### src/rtl/csi2tx_reset_seq_ctrl_if.sv
// Bundle of the sequencer's control, per-domain request/acknowledge and status signals.
// The master modport is the sequencer side and the slave modport is the system side.
interface csi2tx_reset_seq_ctrl_if #(
    parameter int NUM_DOM = 4,
    parameter int CNT_W   = 8
);
    localparam int IDX_W = (NUM_DOM > 1) ? $clog2(NUM_DOM) : 1;

    logic               sw_rst_req;
    logic [CNT_W-1:0]   rst_hold_cycles;
    logic [CNT_W-1:0]   rel_gap_cycles;
    logic [NUM_DOM-1:0] dom_rst_ack;
    logic [NUM_DOM-1:0] dom_rst_req;
    logic               seq_busy;
    logic               seq_done;
    logic               timeout_err;
    logic [IDX_W-1:0]   timeout_dom;

    modport master (
        input  sw_rst_req, rst_hold_cycles, rel_gap_cycles, dom_rst_ack,
        output dom_rst_req, seq_busy, seq_done, timeout_err, timeout_dom
    );

    modport slave (
        output sw_rst_req, rst_hold_cycles, rel_gap_cycles, dom_rst_ack,
        input  dom_rst_req, seq_busy, seq_done, timeout_err, timeout_dom
    );
endinterface

### src/rtl/csi2tx_reset_seq_ctrl.sv
// Reset sequencer for the CSI-2 TX clock domains: asserts all domain resets, holds them,
// then releases domains one by one in index order, confirming each through its acknowledge.
module csi2tx_reset_seq_ctrl #(
    parameter int NUM_DOM     = 4,
    parameter int CNT_W       = 8,
    parameter int ACK_TIMEOUT = 255
) (
    input  logic                      clk_csi,
    input  logic                      pwr_on_rst,
    csi2tx_reset_seq_ctrl_if.master   bus
);
    localparam int IDX_W  = (NUM_DOM > 1) ? $clog2(NUM_DOM) : 1;
    localparam int WAIT_W = $clog2(ACK_TIMEOUT + 1);

    typedef enum logic [2:0] {IDLE, ASSERT, HOLD, RELEASE, GAP, DONE} state_t;

    state_t             state_q, state_d;
    logic [IDX_W-1:0]   idx_q, idx_d;
    logic [CNT_W-1:0]   cnt_q, cnt_d;
    logic [WAIT_W-1:0]  wait_q, wait_d;
    logic               pending_q, pending_d;
    logic [NUM_DOM-1:0] req_q, req_d;
    logic               busy_q, busy_d;
    logic               done_q, done_d;
    logic               terr_q, terr_d;
    logic [IDX_W-1:0]   tdom_q, tdom_d;

    logic               cond;
    logic               timed_out;
    logic [IDX_W-1:0]   low_zero;
    logic [IDX_W-1:0]   idx_nx;

    always_comb begin
        state_d   = state_q;
        idx_d     = idx_q;
        cnt_d     = cnt_q;
        wait_d    = wait_q;
        pending_d = pending_q;
        req_d     = req_q;
        done_d    = 1'b0;
        terr_d    = 1'b0;
        tdom_d    = tdom_q;
        cond      = 1'b0;
        low_zero  = '0;
        idx_nx    = idx_q + IDX_W'(1);

        for (int i = NUM_DOM - 1; i >= 0; i--) begin
            if (!bus.dom_rst_ack[i]) low_zero = IDX_W'(i);
        end

        if (state_q == ASSERT)       cond = &bus.dom_rst_ack;
        else if (state_q == RELEASE) cond = !bus.dom_rst_ack[idx_q];

        // A timed-out wait is treated exactly like a met condition
        timed_out = (state_q == ASSERT || state_q == RELEASE) && !cond &&
                    (wait_q >= WAIT_W'(ACK_TIMEOUT - 1));
        if ((state_q == ASSERT || state_q == RELEASE) && !cond &&
            (wait_q != WAIT_W'(ACK_TIMEOUT)))
            wait_d = wait_q + WAIT_W'(1);

        if (bus.sw_rst_req && busy_q) pending_d = 1'b1;

        case (state_q)
            IDLE: begin
                if (bus.sw_rst_req) begin
                    state_d = ASSERT;
                    req_d   = '1;
                    wait_d  = '0;
                end
            end
            ASSERT: begin
                if (cond || timed_out) begin
                    if (timed_out) begin
                        terr_d = 1'b1;
                        tdom_d = low_zero;
                    end
                    if (bus.rst_hold_cycles == '0) begin
                        state_d  = RELEASE;
                        idx_d    = '0;
                        req_d[0] = 1'b0;
                        wait_d   = '0;
                    end else begin
                        state_d = HOLD;
                        cnt_d   = bus.rst_hold_cycles;
                    end
                end
            end
            HOLD: begin
                if (cnt_q <= CNT_W'(1)) begin
                    state_d  = RELEASE;
                    idx_d    = '0;
                    req_d[0] = 1'b0;
                    wait_d   = '0;
                end else begin
                    cnt_d = cnt_q - CNT_W'(1);
                end
            end
            RELEASE: begin
                if (cond || timed_out) begin
                    if (timed_out) begin
                        terr_d = 1'b1;
                        tdom_d = idx_q;
                    end
                    if (idx_q == IDX_W'(NUM_DOM - 1)) begin
                        state_d = DONE;
                        done_d  = 1'b1;
                    end else if (bus.rel_gap_cycles == '0) begin
                        idx_d         = idx_nx;
                        req_d[idx_nx] = 1'b0;
                        wait_d        = '0;
                    end else begin
                        state_d = GAP;
                        cnt_d   = bus.rel_gap_cycles;
                    end
                end
            end
            GAP: begin
                if (cnt_q <= CNT_W'(1)) begin
                    state_d       = RELEASE;
                    idx_d         = idx_nx;
                    req_d[idx_nx] = 1'b0;
                    wait_d        = '0;
                end else begin
                    cnt_d = cnt_q - CNT_W'(1);
                end
            end
            DONE: begin
                // A request landing in DONE itself is honoured like a pending one
                if (pending_q || bus.sw_rst_req) begin
                    state_d   = ASSERT;
                    req_d     = '1;
                    wait_d    = '0;
                    pending_d = 1'b0;
                end else begin
                    state_d = IDLE;
                end
            end
            default: state_d = ASSERT;
        endcase

        busy_d = !(state_d == IDLE || state_d == DONE);
    end

    always_ff @(posedge clk_csi or posedge pwr_on_rst) begin
        if (pwr_on_rst) begin
            state_q   <= ASSERT;
            idx_q     <= '0;
            cnt_q     <= '0;
            wait_q    <= '0;
            pending_q <= 1'b0;
            req_q     <= '1;
            busy_q    <= 1'b1;
            done_q    <= 1'b0;
            terr_q    <= 1'b0;
            tdom_q    <= '0;
        end else begin
            state_q   <= state_d;
            idx_q     <= idx_d;
            cnt_q     <= cnt_d;
            wait_q    <= wait_d;
            pending_q <= pending_d;
            req_q     <= req_d;
            busy_q    <= busy_d;
            done_q    <= done_d;
            terr_q    <= terr_d;
            tdom_q    <= tdom_d;
        end
    end

    assign bus.dom_rst_req = req_q;
    assign bus.seq_busy    = busy_q;
    assign bus.seq_done    = done_q;
    assign bus.timeout_err = terr_q;
    assign bus.timeout_dom = tdom_q;
endmodule

### src/flat_wrapper.sv
// flat-port wrapper written by rule: the top's interface ports become plain ports
module csi2tx_reset_seq_ctrl_flat 
#(
    parameter int NUM_DOM     = 4,
    parameter int CNT_W       = 8,
    parameter int ACK_TIMEOUT = 255
)
  (clk_csi, pwr_on_rst, bus_sw_rst_req, bus_rst_hold_cycles, bus_rel_gap_cycles, bus_dom_rst_ack, bus_dom_rst_req, bus_seq_busy, bus_seq_done, bus_timeout_err, bus_timeout_dom);
  csi2tx_reset_seq_ctrl_if #(.NUM_DOM(NUM_DOM), .CNT_W(CNT_W)) bus_i ();
  input  logic clk_csi;
  input  logic pwr_on_rst;
  input wire logic [$bits(bus_i.sw_rst_req)-1:0] bus_sw_rst_req;
  input wire logic [$bits(bus_i.rst_hold_cycles)-1:0] bus_rst_hold_cycles;
  input wire logic [$bits(bus_i.rel_gap_cycles)-1:0] bus_rel_gap_cycles;
  input wire logic [$bits(bus_i.dom_rst_ack)-1:0] bus_dom_rst_ack;
  output wire logic [$bits(bus_i.dom_rst_req)-1:0] bus_dom_rst_req;
  output wire logic [$bits(bus_i.seq_busy)-1:0] bus_seq_busy;
  output wire logic [$bits(bus_i.seq_done)-1:0] bus_seq_done;
  output wire logic [$bits(bus_i.timeout_err)-1:0] bus_timeout_err;
  output wire logic [$bits(bus_i.timeout_dom)-1:0] bus_timeout_dom;
  assign bus_i.sw_rst_req = bus_sw_rst_req;
  assign bus_i.rst_hold_cycles = bus_rst_hold_cycles;
  assign bus_i.rel_gap_cycles = bus_rel_gap_cycles;
  assign bus_i.dom_rst_ack = bus_dom_rst_ack;
  assign bus_dom_rst_req = bus_i.dom_rst_req;
  assign bus_seq_busy = bus_i.seq_busy;
  assign bus_seq_done = bus_i.seq_done;
  assign bus_timeout_err = bus_i.timeout_err;
  assign bus_timeout_dom = bus_i.timeout_dom;
  csi2tx_reset_seq_ctrl #(.NUM_DOM(NUM_DOM), .CNT_W(CNT_W), .ACK_TIMEOUT(ACK_TIMEOUT)) u_core (.clk_csi(clk_csi), .pwr_on_rst(pwr_on_rst), .bus(bus_i));
endmodule
### config.mk
export PLATFORM = sky130hd
export DESIGN_NAME = csi2tx_reset_seq_ctrl_flat
export DESIGN_NICKNAME = d
export VERILOG_FILES = /design/src/rtl/csi2tx_reset_seq_ctrl_if.sv /design/src/rtl/csi2tx_reset_seq_ctrl.sv /design/src/flat_wrapper.sv
export SDC_FILE = /design/constraint.sdc
export NUM_CORES = 1
export LEC_CHECK = 0
export ABC_AREA = 1
export BUFFER_PORTS_ARGS = -buffer_cell sky130_fd_sc_hd__buf_2
export CAP_MARGIN = 20
export CORE_MARGIN = 2
export CORE_UTILIZATION = 61
export DETAILED_ROUTE_END_ITERATION = 12
export PLACE_DENSITY_LB_ADDON = 0.3
export SKIP_LAST_GASP = 1
export SYNTH_ARGS = -nofsm -noshare
export SYNTH_HDL_FRONTEND = slang
export SYNTH_SLANG_ARGS = --single-unit
### constraint.sdc
create_clock -name clk_csi -period 3.4 [get_ports clk_csi]
set_input_delay 0.51 -clock clk_csi [delete_from_list [all_inputs] [get_ports clk_csi]]
set_output_delay 0.51 -clock clk_csi [all_outputs]
set_load 0.05 [all_outputs]
==> impl_metrics.tcl <==
set metrics [dict create \
    detail-route-antenna-nets 0 \
    htree_num_levels 2 \
    final_area_sq_um 2430 \
    maxCapViolations 0 \
    max-clock-path-buffers 2 \
    holdWs_ns 0.140 \
    route.detailed.wl_per_inst_um 13.1 \
    critPathMaxFanout 5 \
    maxSlewViolCount 0 \
    hold_buffers 0 \
    drt-pass1-iter-count 5 \
    dp_hpwl_um 3710 \
    grt_usage 0.271 \
    grt_pass1_wl_um 8280 \
    async_flop_share 1.00 \
    rsz0062_at_grt "no" \
    synth_cells 295 \
    rr_worst_depth 11 \
    vias 2098 \
    core_area_sq_um 3340 \
    final_nets 364 \
    status "finished, final reports clean" \
    finalCritPeriodShare 0.626 \
    root_buffer "clkbuf_4" \
    antenna_cells 0 \
    drive_gt1_frac 0.216 \
    synth.area.top_cells "dfrtp_1, nand2_1, nor2_1" \
    grt_start_max_net_pins 21 \
    die_area_sq_um 3940 \
    syn_nets 326 \
    vdd_ir_drop_max_v 0.000536 \
    drt_iter0_markers 128 \
    ys_seq_elements 31 \
    top_layer "met4" \
    worst_pin_slew_ns 0.504 \
    cts_tree "built" \
    syn_area_per_cell_sq_um 7.13 \
    crit_path_start_kind "register" \
    power.density_nw_per_um2 847 \
    p_leak_nw 1.23 \
    cts.sink_count 31 \
    grt-ovfl-total 0 \
    final_common_cell "nand2_1" \
    max_freq_ghz 0.470 \
    routabilityCongestion 0.953 \
    wl_met3_um 312 \
    utilization 0.728 \
    area_delta_synth_final_pct 15.4 \
    wl_met1_um 2140 \
    netlist.area_leader.share 0.297 \
    worstSetupPathType "reg2reg" \
    ioPinCount 32 \
    period_needed_ns 2.13 \
    placementRows 21 \
    ys.flop_type "dfrtp_1" \
    clkTransAtPathRegs_ns 0.11 \
    most-common-layout-cells "nand2_1, nor2_1, inv_1" \
    numCtsBuffers 5 \
    dr_wl_met2_um 2360 \
    n_fill_cell 276 \
    yosysUniqueCellTypes 36 \
    synth_edf_count 0 \
    die_y_um 62.7 \
    maxSlewHeadroom 0.663 \
    drt_drc_violations_left 0 \
    hold_viol_final 0 \
    placed_cell_area_sq_um 2340 \
    die_w_um 62.7 \
    setup_tns_ns 0 \
    drt_wl_total_um 4970 \
    cts_resized 0 \
    finalPower_mw 2.06 \
    postCtsSetupRepairBufs 0 \
    antenna_found_initial 0 \
    yosysWarningCount 0 \
    required_ns 3.68 \
    hp-class "in2async" \
    syn_area_sq_um 2100 \
    skew_ns 0.0150 \
    insertion_delay_ns 0.35 \
    viasPerCell 5.52 \
    grt_pass1_vias 1932 \
    portBuffers 31 \
    endpoint_kind "register" \
    yosysTopAreaCell "dfrtp_1" \
    cp.arrival_ns 2.41 \
    synth-seq-area-share 0.372 \
    start_util 0.631 \
    finalSetupViolations 0 \
]
==> state kept, by name (all words and copies together) (netlist names) <==
register and cells:
u_core.idx_q 2, u_core.bus.dom_rst_req 4, u_core.bus.seq_done 1, u_core.bus.seq_busy 1
u_core.cnt_q 8, u_core.state_q 3, u_core.wait_q 8, u_core.bus.timeout_err 1
u_core.bus.timeout_dom 2, u_core.pending_q 1
==> metrics by stage <==
stage / std cells / worst slack (ns)
after floorplan: 295 / 1.76
after global placement: 371 / 1.38
after detailed placement: 372 / 1.34
after CTS: 380 / 1.32
after global routing: 380 / 1.08
final: 380 / 1.27
==> power breakdown <==
part | switching (mW) | total [mW] | internal, mW
Sequential | 0.131 | 0.664 | 0.533
Combinational | 0.727 | 1.08 | 0.354
Clock | 0.137 | 0.311 | 0.174
Total | 0.995 | 2.06 | 1.06
==> path summary, 6_finish.rpt <==
path / start / to / slack, ns
setup / recovery: u_core.cnt_q[0]$_DFFE_PP0P_ / u_core.bus.dom_rst_req[2]$_DFFE_PP1P_ / 1.27
hold / removal: pwr_on_rst / u_core.bus.timeout_dom[1]$_DFFE_PP0P_ / 0.14
setup reg to reg: u_core.cnt_q[0]$_DFFE_PP0P_ / u_core.bus.dom_rst_req[2]$_DFFE_PP1P_ / 1.27
hold reg to reg: u_core.bus.dom_rst_req[3]$_DFFE_PP1P_ / u_core.bus.dom_rst_req[3]$_DFFE_PP1P_ / 0.46
max in group asynchronous: pwr_on_rst / u_core.state_q[0]$_DFF_PP1_ / 2.57
min in group clk_csi: u_core.bus.dom_rst_req[3]$_DFFE_PP1P_ / u_core.bus.dom_rst_req[3]$_DFFE_PP1P_ / 0.46
==> area by class of cell <==
cell class                 count  area [sq um]  share of cell area
multi-input combinational    219          1150               0.472
clock buffer                   6          51.3              0.0211
tap                           46          57.6              0.0237
sequential                    31           783               0.323
clock inverter                 2          35.0              0.0144
inverter                      43           164              0.0675
timing repair buffer          33           190              0.0783
==> critical path, cell delays in order (launching register included) <==
cell	delay, ns
dfrtp_1	0.43
inv_1	0.09
ha_1	0.24
nor2_1	0.07
nor3_1	0.36
inv_1	0.15
nand3_1	0.13
nand2_1	0.08
nor3_2	0.29
nand2_1	0.10
nand2_1	0.07
nand2_1	0.05
==> synth_stat cells (2+ instances only) <==
master	number
nor2_2	7
a21oi_1	11
buf_2	2
inv_1	35
dfstp_2	6
dfrtp_1	25
o21a_1	2
nor3_1	8
nand2_1	70
o31ai_1	2
xnor2_1	3
a31oi_1	3
ha_1	8
nor2_1	47
o21ai_0	7
o21ai_1	5
xor2_1	2
a22oi_1	4
nand2_2	2
nand4_1	5
nand3_1	19
inv_2	7
o311ai_0	2
==> cell families after synthesis <==
group,Yosys count,share of synthesized area
AND/OR/NAND/NOR,164,0.347
flip-flops,31,0.372
XOR/XNOR,5,0.0208
adder cells (fa/ha/maj),8,0.0476
buffers and inverters,45,0.0826
AO/OA/AOI/OAI,42,0.130
==> routing by layer <==
metal | track usage | up-vias
met2 | 0.454 | 91
li1 | - | 1027
met1 | 0.320 | 962
met4 | 0.142 | 0
met3 | 0.0685 | 18
met5 | 0 | -
No activity file was read; power rests on OpenSTA's default activity.
